$ cat config.mk
export PLATFORM = sky130hd
export DESIGN_NAME = isa_switch_ctrl_flat
export DESIGN_NICKNAME = d
export VERILOG_FILES = /design/src/rtl/isa_switch_ctrl_if.sv /design/src/rtl/isa_switch_ctrl.sv /design/src/flat_wrapper.sv
export SDC_FILE = /design/constraint.sdc
export NUM_CORES = 1
export LEC_CHECK = 0
export BUFFER_PORTS_ARGS = -buffer_cell sky130_fd_sc_hd__buf_2
export CORE_ASPECT_RATIO = 0.7
export CORE_MARGIN = 10
export CORE_UTILIZATION = 54
export DETAILED_ROUTE_END_ITERATION = 8
export GPL_TIMING_DRIVEN = 1
export PLACE_DENSITY = 0.87
export SYNTH_ARGS = -nofsm -noshare
export SYNTH_HDL_FRONTEND = slang
export SYNTH_SLANG_ARGS = --single-unit
$ cat constraint.sdc
create_clock -name clk -period 3.9 [get_ports clk]
set_input_delay 0.39 -clock clk [delete_from_list [all_inputs] [get_ports clk]]
set_output_delay 0.39 -clock clk [all_outputs]
set_load 0.02 [all_outputs]
$ cat src/rtl/isa_switch_ctrl_if.sv
// Bus between the pipeline/hazard unit and the ISA switch controller.
// Signal names match the pipeline's existing control nets.
interface isa_switch_ctrl_if #(
    parameter int unsigned CNT_W = 16
);
    logic             SwitchReqE;
    logic             SwitchArmE;
    logic [31:0]      SwitchTargetE;
    logic             HzStallF;
    logic             HzStallD;
    logic             HzFlushD;
    logic             HzFlushE;
    logic             StallF;
    logic             StallD;
    logic             FlushD;
    logic             FlushE;
    logic             armD;
    logic             PCRedirect;
    logic [31:0]      PCTarget;
    logic             Busy;
    logic [CNT_W-1:0] SwitchCnt;

    modport master (
        output SwitchReqE, SwitchArmE, SwitchTargetE,
        output HzStallF, HzStallD, HzFlushD, HzFlushE,
        input  StallF, StallD, FlushD, FlushE,
        input  armD, PCRedirect, PCTarget, Busy, SwitchCnt
    );

    modport slave (
        input  SwitchReqE, SwitchArmE, SwitchTargetE,
        input  HzStallF, HzStallD, HzFlushD, HzFlushE,
        output StallF, StallD, FlushD, FlushE,
        output armD, PCRedirect, PCTarget, Busy, SwitchCnt
    );
endinterface

$ cat src/rtl/isa_switch_ctrl.sv
// ISA mode switch sequencer: flushes and drains the back end, redirects fetch
// to the aligned switch target and flips the decode ISA mode.
module isa_switch_ctrl #(
    parameter int unsigned DRAIN_CYCLES = 3,
    parameter bit          RESET_ARM    = 1'b0,
    parameter int unsigned CNT_W        = 16
) (
    input logic               clk,
    input logic               rst,
    isa_switch_ctrl_if.slave  bus
);
    localparam int unsigned DRAIN_W = 4;

    typedef enum logic [1:0] {
        RUN    = 2'd0,
        FLUSH  = 2'd1,
        DRAIN  = 2'd2,
        SWITCH = 2'd3
    } state_e;

    state_e             state_q, state_d;
    logic               arm_q, arm_d;
    logic               tgt_arm_q, tgt_arm_d;
    logic [31:1]        tgt_q, tgt_d;
    logic [DRAIN_W-1:0] drain_q, drain_d;
    logic [CNT_W-1:0]   cnt_q, cnt_d;

    logic stall_f_c, stall_d_c, flush_d_c, flush_e_c, redirect_c;
    logic unused_tgt0_c;

    // State register
    always_ff @(posedge clk or negedge rst) begin
        if (!rst) begin
            state_q   <= RUN;
            arm_q     <= RESET_ARM;
            tgt_arm_q <= RESET_ARM;
            tgt_q     <= '0;
            drain_q   <= '0;
            cnt_q     <= '0;
        end else begin
            state_q   <= state_d;
            arm_q     <= arm_d;
            tgt_arm_q <= tgt_arm_d;
            tgt_q     <= tgt_d;
            drain_q   <= drain_d;
            cnt_q     <= cnt_d;
        end
    end

    // Next-state and pipeline-control decode
    always_comb begin
        state_d    = state_q;
        arm_d      = arm_q;
        tgt_arm_d  = tgt_arm_q;
        tgt_d      = tgt_q;
        drain_d    = drain_q;
        cnt_d      = cnt_q;
        stall_f_c  = 1'b0;
        stall_d_c  = 1'b0;
        flush_d_c  = 1'b0;
        flush_e_c  = 1'b0;
        redirect_c = 1'b0;

        unique case (state_q)
            RUN: begin
                stall_f_c = bus.HzStallF;
                stall_d_c = bus.HzStallD;
                flush_d_c = bus.HzFlushD;
                flush_e_c = bus.HzFlushE;
                // Requests for the mode already active are no-ops
                if (bus.SwitchReqE && (bus.SwitchArmE != arm_q)) begin
                    state_d   = FLUSH;
                    tgt_arm_d = bus.SwitchArmE;
                    tgt_d     = bus.SwitchTargetE[31:1];
                end
            end
            FLUSH: begin
                stall_f_c = 1'b1;
                flush_d_c = 1'b1;
                flush_e_c = 1'b1;
                drain_d   = DRAIN_W'(DRAIN_CYCLES);
                state_d   = DRAIN;
            end
            DRAIN: begin
                stall_f_c = 1'b1;
                flush_d_c = 1'b1;
                flush_e_c = 1'b1;
                drain_d   = drain_q - DRAIN_W'(1);
                if (drain_q <= DRAIN_W'(1)) begin
                    state_d = SWITCH;
                end
            end
            SWITCH: begin
                redirect_c = 1'b1;
                flush_d_c  = 1'b1;
                flush_e_c  = 1'b1;
                arm_d      = tgt_arm_q;
                cnt_d      = cnt_q + CNT_W'(1);
                state_d    = RUN;
            end
            default: state_d = RUN;
        endcase
    end

    // ARM targets are word aligned, RISC-V targets halfword aligned
    assign bus.PCTarget = {tgt_q[31:2], (tgt_arm_q ? 1'b0 : tgt_q[1]), 1'b0};

    assign bus.StallF     = stall_f_c;
    assign bus.StallD     = stall_d_c;
    assign bus.FlushD     = flush_d_c;
    assign bus.FlushE     = flush_e_c;
    assign bus.PCRedirect = redirect_c;
    assign bus.armD       = arm_q;
    assign bus.Busy       = (state_q != RUN);
    assign bus.SwitchCnt  = cnt_q;

    assign unused_tgt0_c = bus.SwitchTargetE[0];
endmodule

$ cat src/flat_wrapper.sv
// flat-port wrapper written by rule: the top's interface ports become plain ports
module isa_switch_ctrl_flat 
#(
    parameter int unsigned DRAIN_CYCLES = 3,
    parameter bit          RESET_ARM    = 1'b0,
    parameter int unsigned CNT_W        = 16
)
  (clk, rst, bus_SwitchReqE, bus_SwitchArmE, bus_SwitchTargetE, bus_HzStallF, bus_HzStallD, bus_HzFlushD, bus_HzFlushE, bus_StallF, bus_StallD, bus_FlushD, bus_FlushE, bus_armD, bus_PCRedirect, bus_PCTarget, bus_Busy, bus_SwitchCnt);
  isa_switch_ctrl_if #(.CNT_W(CNT_W)) bus_i ();
  input logic clk;
  input logic rst;
  input wire logic [$bits(bus_i.SwitchReqE)-1:0] bus_SwitchReqE;
  input wire logic [$bits(bus_i.SwitchArmE)-1:0] bus_SwitchArmE;
  input wire logic [$bits(bus_i.SwitchTargetE)-1:0] bus_SwitchTargetE;
  input wire logic [$bits(bus_i.HzStallF)-1:0] bus_HzStallF;
  input wire logic [$bits(bus_i.HzStallD)-1:0] bus_HzStallD;
  input wire logic [$bits(bus_i.HzFlushD)-1:0] bus_HzFlushD;
  input wire logic [$bits(bus_i.HzFlushE)-1:0] bus_HzFlushE;
  output wire logic [$bits(bus_i.StallF)-1:0] bus_StallF;
  output wire logic [$bits(bus_i.StallD)-1:0] bus_StallD;
  output wire logic [$bits(bus_i.FlushD)-1:0] bus_FlushD;
  output wire logic [$bits(bus_i.FlushE)-1:0] bus_FlushE;
  output wire logic [$bits(bus_i.armD)-1:0] bus_armD;
  output wire logic [$bits(bus_i.PCRedirect)-1:0] bus_PCRedirect;
  output wire logic [$bits(bus_i.PCTarget)-1:0] bus_PCTarget;
  output wire logic [$bits(bus_i.Busy)-1:0] bus_Busy;
  output wire logic [$bits(bus_i.SwitchCnt)-1:0] bus_SwitchCnt;
  assign bus_i.SwitchReqE = bus_SwitchReqE;
  assign bus_i.SwitchArmE = bus_SwitchArmE;
  assign bus_i.SwitchTargetE = bus_SwitchTargetE;
  assign bus_i.HzStallF = bus_HzStallF;
  assign bus_i.HzStallD = bus_HzStallD;
  assign bus_i.HzFlushD = bus_HzFlushD;
  assign bus_i.HzFlushE = bus_HzFlushE;
  assign bus_StallF = bus_i.StallF;
  assign bus_StallD = bus_i.StallD;
  assign bus_FlushD = bus_i.FlushD;
  assign bus_FlushE = bus_i.FlushE;
  assign bus_armD = bus_i.armD;
  assign bus_PCRedirect = bus_i.PCRedirect;
  assign bus_PCTarget = bus_i.PCTarget;
  assign bus_Busy = bus_i.Busy;
  assign bus_SwitchCnt = bus_i.SwitchCnt;
  isa_switch_ctrl #(.DRAIN_CYCLES(DRAIN_CYCLES), .RESET_ARM(RESET_ARM), .CNT_W(CNT_W)) u_core (.clk(clk), .rst(rst), .bus(bus_i));
endmodule
==> metrics.md, run 1 <==
| Metric | Value |
|---|---|
| Outcome | `completed` |
| Number of synthesized flops with an enable pin | `0` |
| Drt total wl | `between 5000 and 6000 microns` |
| Most used flip-flop cell after synthesis | `sky130_fd_sc_hd__dfrtp_1` |
| Clock buffer count from CTS | `5` |
| I/O Pins | `95` |
| Iteration-0 DRC count of the detailed router | `28` |
| Global-route wire length before repair | `8780 microns` |
| Master cell of the clock root buffer | `sky130_fd_sc_hd__clkbuf_8` |
| Register bit total from synthesis | `55` |
| Share of the cycle needed by the critical path after routing | `61.6%` |
| Transition time at the pin with the least slew margin | `around 1.1 ns` |
| Warning count from the yosys run | `0` |
| Skew final | `~0.0044 ns` |
| Maximum number of pins on one net before global-route repair | `47` |
| Row count | `21` |
| Synth Instances | `around 210` |
| Net switching power of the design | `959 uW` |
| Remaining design rule violation count | `0` |
| Core Util, Final | `between 60% and 70%` |
| Number of routed nets with antenna violations | `0` |
| Synthesized netlist net count | `around 250` |
| Worst ir drop on vdd | `between 0.0004 and 0.0005 V` |
| Met1 layer usage reported by global route | `~16%` |
| Clk pin slew, worst setup/hold paths | `approximately 0.090 ns` |
| Signal arrival time at the worst endpoint | `2.58 ns` |
| Final slew viol count | `0` |
| Core Footprint | `approximately 4800 sq um` |
| Summed negative setup slack over all endpoints | `0 ns` |
| Layer with the highest usage | `met2` |
| Area of the mapped netlist | `2710 sq um` |
| Share of flip-flops with an asynchronous set or reset after synthesis | `100%` |
| Wirelength per Cell | `about 16 microns` |
| Class of the most critical hold timing path | `input pin to register` |
| Number of vias per cell | `about 4.8` |
| Total Power | `2440 uW` |
| Clock group share of total power | `a little under an eighth` |
| Critical path class | `register to register` |
| Total number of clock tree sinks | `55` |
| Max Cap Viol | `0` |
| Synth area leader | `sky130_fd_sc_hd__dfrtp_1` |
| Clock tree from TritonCTS | `built` |
| Initial Utilization | `between 50% and 60%` |
| Initial antenna violation count | `0` |
| Internal Dissipation | `1480 uW` |
| Combinational group share of total power | `between 40% and 50%` |
| Leading cell types by count after synthesis | `55 x sky130_fd_sc_hd__dfrtp_1, 32 x sky130_fd_sc_hd__buf_4, 30 x sky130_fd_sc_hd__mux2_4` |
| Nets | `approximately 320` |
| Port Buffers | `92` |
| Later-pin clock latency in the skew report | `between 0.2 and 0.3 ns` |
| # placed instances | `around 330` |
| Standby leakage power | `between 0.0015 and 0.002 uW` |
| Routability congestion estimate | `0.776` |
| Total Routing Usage GR | `around 13%` |
| Layout cells sized above 1 | `50.6%` |
| Biggest fanout along the worst timing path | `32` |
| Worst path required time | `around 4.1 ns` |
| Clock Path Buffers | `2` |
| Headroom to the max-slew limit | `around 27%` |
| Die width | `roughly 100 microns` |
| Distinct cell type count after synthesis | `32` |
| Total via count after detailed routing | `around 1600` |
| Upper clock frequency limit | `about 420 MHz` |
| Sequential fraction of the synthesis area | `around half` |
| Post-Route Hold Slack | `between 0.3 and 0.4 ns` |
| Non-filler instance count after layout | `between 300 and 400` |
| TritonRoute pass-1 iters | `4` |
| Fraction of power consumed by sequential logic | `between 30% and 40%` |
| Vias in the first global route | `between 1500 and 2000` |
| Count of antenna diodes in the layout | `0` |
| Number of hold violations in the final report | `0` |
| Synth Area per Inst | `13.2 sq um` |
| Filler Cells Inserted | `about 380` |
| Nature of the critical path endpoint | `register` |
| Number of levels the H-tree was split into | `2` |
| Height of the die | `79.2 microns` |
| Total setup buffers inserted after CTS | `0` |
| Final Critical Period | `~2.4 ns` |
| P per Cell Area | `between 700 and 800 nW/um^2` |
| Leading post-synthesis cells by cell area | `sky130_fd_sc_hd__dfrtp_1 51%, sky130_fd_sc_hd__mux2_4 17%, sky130_fd_sc_hd__buf_4 8.9%, sky130_fd_sc_hd__ha_1 3.2%, sky130_fd_sc_hd__xor2_1 2.9%` |
| Final count of negative-setup-slack endpoints | `0` |
| Crit start category | `register` |
| Met2 layer usage reported by global route | `between 20% and 30%` |
| Global-route met3 utilization | `under 10%` |
| Critical-path top delay cell | `sky130_fd_sc_hd__nand3_2` |
| Area grow syn2layout | `13.6%` |
| Overflow left after global routing | `0` |
| Largest stage delay on the critical path | `~0.85 ns` |
| Switching Fraction | `~39%` |
| Final HPWL from detailed placement | `between 4000 and 5000 microns` |
| Unrepaired setup endpoints after global routing | `false` |
| Fraction of post-synthesis cell area in the top cell type by area | `50.9%` |
| Floorplan die area | `roughly 8300 sq um` |
| Sequence of cells on the critical path | `inv_1 > ha_1 > nand3_2 > mux2_4` |
| Leading cell type by number of instances after synthesis | `sky130_fd_sc_hd__dfrtp_1` |
==> worst max-delay path: cells and delay by family (launching register included) <==
family,cells,cell delay (ns)
flops,1,0.42
buf+inv,1,0.10
mux,1,0.61
simple gates,1,0.85
fa+ha+maj,1,0.26
==> routing by layer <==
metal,vias to the layer above,wire length (microns),share of wire (%)
met4,0,10,0.19
met2,50,2560,48
met5,-,0,0
met1,792,2440,45
li1,782,-,-
met3,2,357,6.7
==> layout make-up <==
type | count | area [sq um] | area share, %
clock buffers | 7 | 76.3 | 2.48
well taps | 69 | 86.3 | 2.81
inverters | 8 | 30.0 | 0.977
multi-input cells | 106 | 1020 | 33.2
flip-flops and latches | 55 | 1380 | 44.8
clock inverters | 1 | 5.00 | 0.163
repair buffers | 94 | 478 | 15.6
==> through the flow <==
| step | setup WS, ns | instance area, sq um |
|---|---|---|
| floorplan | 2.23 | 2710 |
| global placement | 1.53 | 2980 |
| detailed placement | 1.47 | 2980 |
| CTS | 1.47 | 3070 |
| global route | 1.29 | 3070 |
| finish | 1.50 | 3070 |
==> path summary, 6_finish.rpt <==
check,startpoint,endpoint,slack [ns],cells past startpoint
min reg2reg,u_core.tgt_q[5]$_DFFE_PN0P_,u_core.tgt_q[5]$_DFFE_PN0P_,0.51,1
min in group asynchronous,rst,u_core.bus.SwitchCnt[5]$_DFFE_PN0P_,0.48,2
max in group asynchronous,rst,u_core.tgt_q[6]$_DFFE_PN0P_,2.61,3
min,bus_SwitchTargetE[11],u_core.tgt_q[11]$_DFFE_PN0P_,0.32,2
max,u_core.state_q[1]$_DFFE_PN0P_,u_core.tgt_q[21]$_DFFE_PN0P_,1.50,4
max reg2reg,u_core.state_q[1]$_DFFE_PN0P_,u_core.tgt_q[21]$_DFFE_PN0P_,1.50,4
==> timing repair <==
item | CTS | global route
endpoints found under the hold margin | 9 | 0
endpoints found under the setup margin | 0 | 0
hold buffers | 1 | 0
gates resized for setup | 0 | 0
==> power groups by stage <==
stage                     logic [uW]  registers (uW)  clock network, uW
after global routing            1280             988                325
after detailed placement        1210             958                  0
after floorplan                 1050             963                  0
after CTS                       1220             950                306
final                           1190             951                293
after global placement          1180             943                  0
==> sequential cells by signal, indices dropped and copies added, names as in the netlist <==
signal and cells:
u_core.bus.SwitchCnt 16, u_core.bus.armD 1, u_core.drain_q 4, u_core.state_q 2
u_core.tgt_arm_q 1, u_core.tgt_q 31
==> cell usage in the layout (no fill, tap or decap), drive strengths merged, types with 2 or more instances in the layout <==
cell type,synthesis,routed
xor2,9,9
dfrtp,55,55
and3,5,5
nand3,7,7
nand2b,3,3
mux2,35,35
inv,8,8
o21ai,3,3
nand4,4,4
a21oi,3,3
buf,35,93
nor3,2,2
clkbuf,1,7
ha,7,7
xnor2,7,7
nand2,5,5
nor2,6,6
==> cell families after synthesis <==
group           count (synthesis)  share of synthesized area, %
simple gates                   36                          7.86
flops                          55                          50.9
compound gates                 10                          2.22
xor+xnor                       16                          5.18
fa+ha+maj                       7                          3.24
other cells                     1                         0.139
buf+inv                        44                          11.4
mux                            36                          19.1
(Power assumes the default switching activity.)
==> inputs of run 2 (changes only) <==
--- a/config.mk
+++ b/config.mk
@@ -8,10 +8,10 @@
 export BUFFER_PORTS_ARGS = -buffer_cell sky130_fd_sc_hd__buf_2
 export CORE_ASPECT_RATIO = 0.7
 export CORE_MARGIN = 10
-export CORE_UTILIZATION = 54
+export CORE_UTILIZATION = 45
 export DETAILED_ROUTE_END_ITERATION = 8
 export GPL_TIMING_DRIVEN = 1
-export PLACE_DENSITY = 0.87
+export PLACE_DENSITY = 0.77
 export SYNTH_ARGS = -nofsm -noshare
 export SYNTH_HDL_FRONTEND = slang
 export SYNTH_SLANG_ARGS = --single-unit
==> constraint.sdc (replaced) <==
create_clock -name clk -period 2 [get_ports clk]
set_input_delay 0.2 -clock clk [delete_from_list [all_inputs] [get_ports clk]]
set_output_delay 0.2 -clock clk [all_outputs]
set_load 0.02 [all_outputs]
==> metrics.md, run 2 (synthesized netlist as in run 1, its figures left out) <==
| Metric | Value |
|---|---|
| Final slew viol count | `0` |
| Transition time at the pin with the least slew margin | `0.687 ns` |
| Iteration-0 DRC count of the detailed router | `62` |
| Vias in the first global route | `about 1800` |
| Master cell of the clock root buffer | `sky130_fd_sc_hd__clkbuf_8` |
| Core Util, Final | `~53%` |
| Most common library cell in the layout ignoring fill and taps | `sky130_fd_sc_hd__buf_2` |
| Biggest fanout along the worst timing path | `10` |
| R2r setup slk | `0.46 ns` |
| Signal arrival time at the worst endpoint | `~1.5 ns` |
| Summed negative setup slack over all endpoints | `0 ns` |
| Post-Route Hold Slack | `roughly 0.011 ns` |
| Routability congestion estimate | `about 0.75` |
| Total Power | `between 4000 and 5000 uW` |
| TritonRoute pass-1 iters | `4` |
| Cell area after layout | `between 3000 and 4000 sq um` |
| Clock tree from TritonCTS | `built` |
| Critical path class | `register to output port` |
| Class of the most critical hold timing path | `input pin to async pin` |
| Worst ir drop on vdd | `~0.00069 V` |
| Nets | `318` |
| Largest register FFs | `31` |
| Upper clock frequency limit | `577 MHz` |
| Core Footprint | `about 5800 sq um` |
| Clock Path Buffers | `2` |
| Post-placement cell area | `between 3000 and 4000 sq um` |
| Share of the cycle needed by the critical path after routing | `86.7%` |
| Port Buffers | `92` |
| Layout cells sized above 1 | `51.5%` |
| Number of hold buffers added after CTS | `0` |
| Clock buffer count from CTS | `5` |
| Register with the most flip-flops | `u_core.tgt_q` |
| Final Critical Period | `about 1.7 ns` |
| Area grow syn2layout | `14.3%` |
| Max Cap Viol | `0` |
| Clk pin slew, worst setup/hold paths | `0.09 ns` |
| Leading cell types in the layout, fill and taps excluded | `92 x sky130_fd_sc_hd__buf_2, 55 x sky130_fd_sc_hd__dfrtp_1, 30 x sky130_fd_sc_hd__mux2_4` |
| Number of routed nets with antenna violations | `0` |
| Height of the die | `about 85 microns` |
| Total setup buffers inserted after CTS | `0` |
| Worst path required time | `between 1.5 and 2 ns` |
| Drt total wl | `5240 microns` |
| Initial Utilization | `between 40% and 50%` |
| Final count of negative-setup-slack endpoints | `0` |
| Number of hold violations in the final report | `0` |
| Headroom to the max-slew limit | `between 50% and 60%` |
| Unrepaired setup endpoints after global routing | `false` |
| Remaining design rule violation count | `0` |
| Later-pin clock latency in the skew report | `about 0.29 ns` |
| Wirelength per Cell | `between 15 and 20 microns` |
| Post-CTS resize count | `0` |
| Final HPWL from detailed placement | `4020 microns` |
| Outcome | `completed` |
| Maximum number of pins on one net before global-route repair | `56` |
| Skew final | `between 0.007 and 0.008 ns` |
| I/O Pins | `95` |
| Total number of clock tree sinks | `55` |
| Overflow left after global routing | `0` |
| Number of vias per cell | `between 4 and 5` |
| Crit start category | `register` |
| Die width | `approximately 110 microns` |
| Number of levels the H-tree was split into | `2` |
| Row count | `23` |
| Total Routing Usage GR | `11.0%` |
| Standby leakage power | `about 0.0017 uW` |
| Initial antenna violation count | `0` |
| P per Cell Area | `roughly 1500 nW/um^2` |
| Nature of the critical path endpoint | `output port` |
| Floorplan die area | `9560 sq um` |
| Total via count after detailed routing | `around 1600` |
| Global-route wire length before repair | `around 8900 microns` |
| Count of antenna diodes in the layout | `0` |
run 2: stage by stage:
stage	cells	worst slack (ns)
6_report	345	0.266
5_1_grt	345	0.153
4_1_cts	345	0.243
3_5_place_dp	339	0.436
3_3_place_gp	339	0.477
2_1_floorplan	205	0.380
run 2: power by group:
| group | total (uW) | switching [uW] | internal (uW) |
|---|---|---|---|
| registers | 1840 | 287 | 1550 |
| clock network | 566 | 332 | 233 |
| logic | 2330 | 1240 | 1090 |
| total | 4730 | 1860 | 2870 |
run 2: final timing paths:
kind / from / end / cells after the start
setup / recovery: u_core.state_q[1]$_DFFE_PN0P_ / bus_StallF / 5
hold / removal: rst / u_core.tgt_q[22]$_DFFE_PN0P_ / 2
setup reg to reg: u_core.state_q[1]$_DFFE_PN0P_ / u_core.bus.SwitchCnt[11]$_DFFE_PN0P_ / 5
hold reg to reg: u_core.bus.SwitchCnt[15]$_DFFE_PN0P_ / u_core.bus.SwitchCnt[15]$_DFFE_PN0P_ / 1
max in group asynchronous: rst / u_core.drain_q[1]$_DFFE_PN0P_ / 2
min in group clk: bus_SwitchTargetE[1] / u_core.tgt_q[1]$_DFFE_PN0P_ / 2
run 2: final cells by class:
cell class              instances  area, sq um
well taps                      75         93.8
inverters                       8         30.0
flip-flops and latches         55         1380
clock buffers                   5         68.8
fillers                       523         2690
repair buffers                 95          495
multi-input cells             106         1020
clock inverters                 1         7.51
run 2: per-layer routing:
layer,GRT usage (%),up-vias,wire [microns]
met3,4.71,2,470
met1,14.4,786,2400
li1,-,785,-
met5,0,-,0
met2,16.8,54,2350
met4,2.07,0,13
run 2: critical path, cell delays in order (launching register included):
cell and delay, ns:
sky130_fd_sc_hd__dfrtp_1 0.40, sky130_fd_sc_hd__inv_1 0.07, sky130_fd_sc_hd__ha_1 0.46, sky130_fd_sc_hd__a21oi_1 0.07
sky130_fd_sc_hd__nor2_1 0.08, sky130_fd_sc_hd__buf_2 0.16
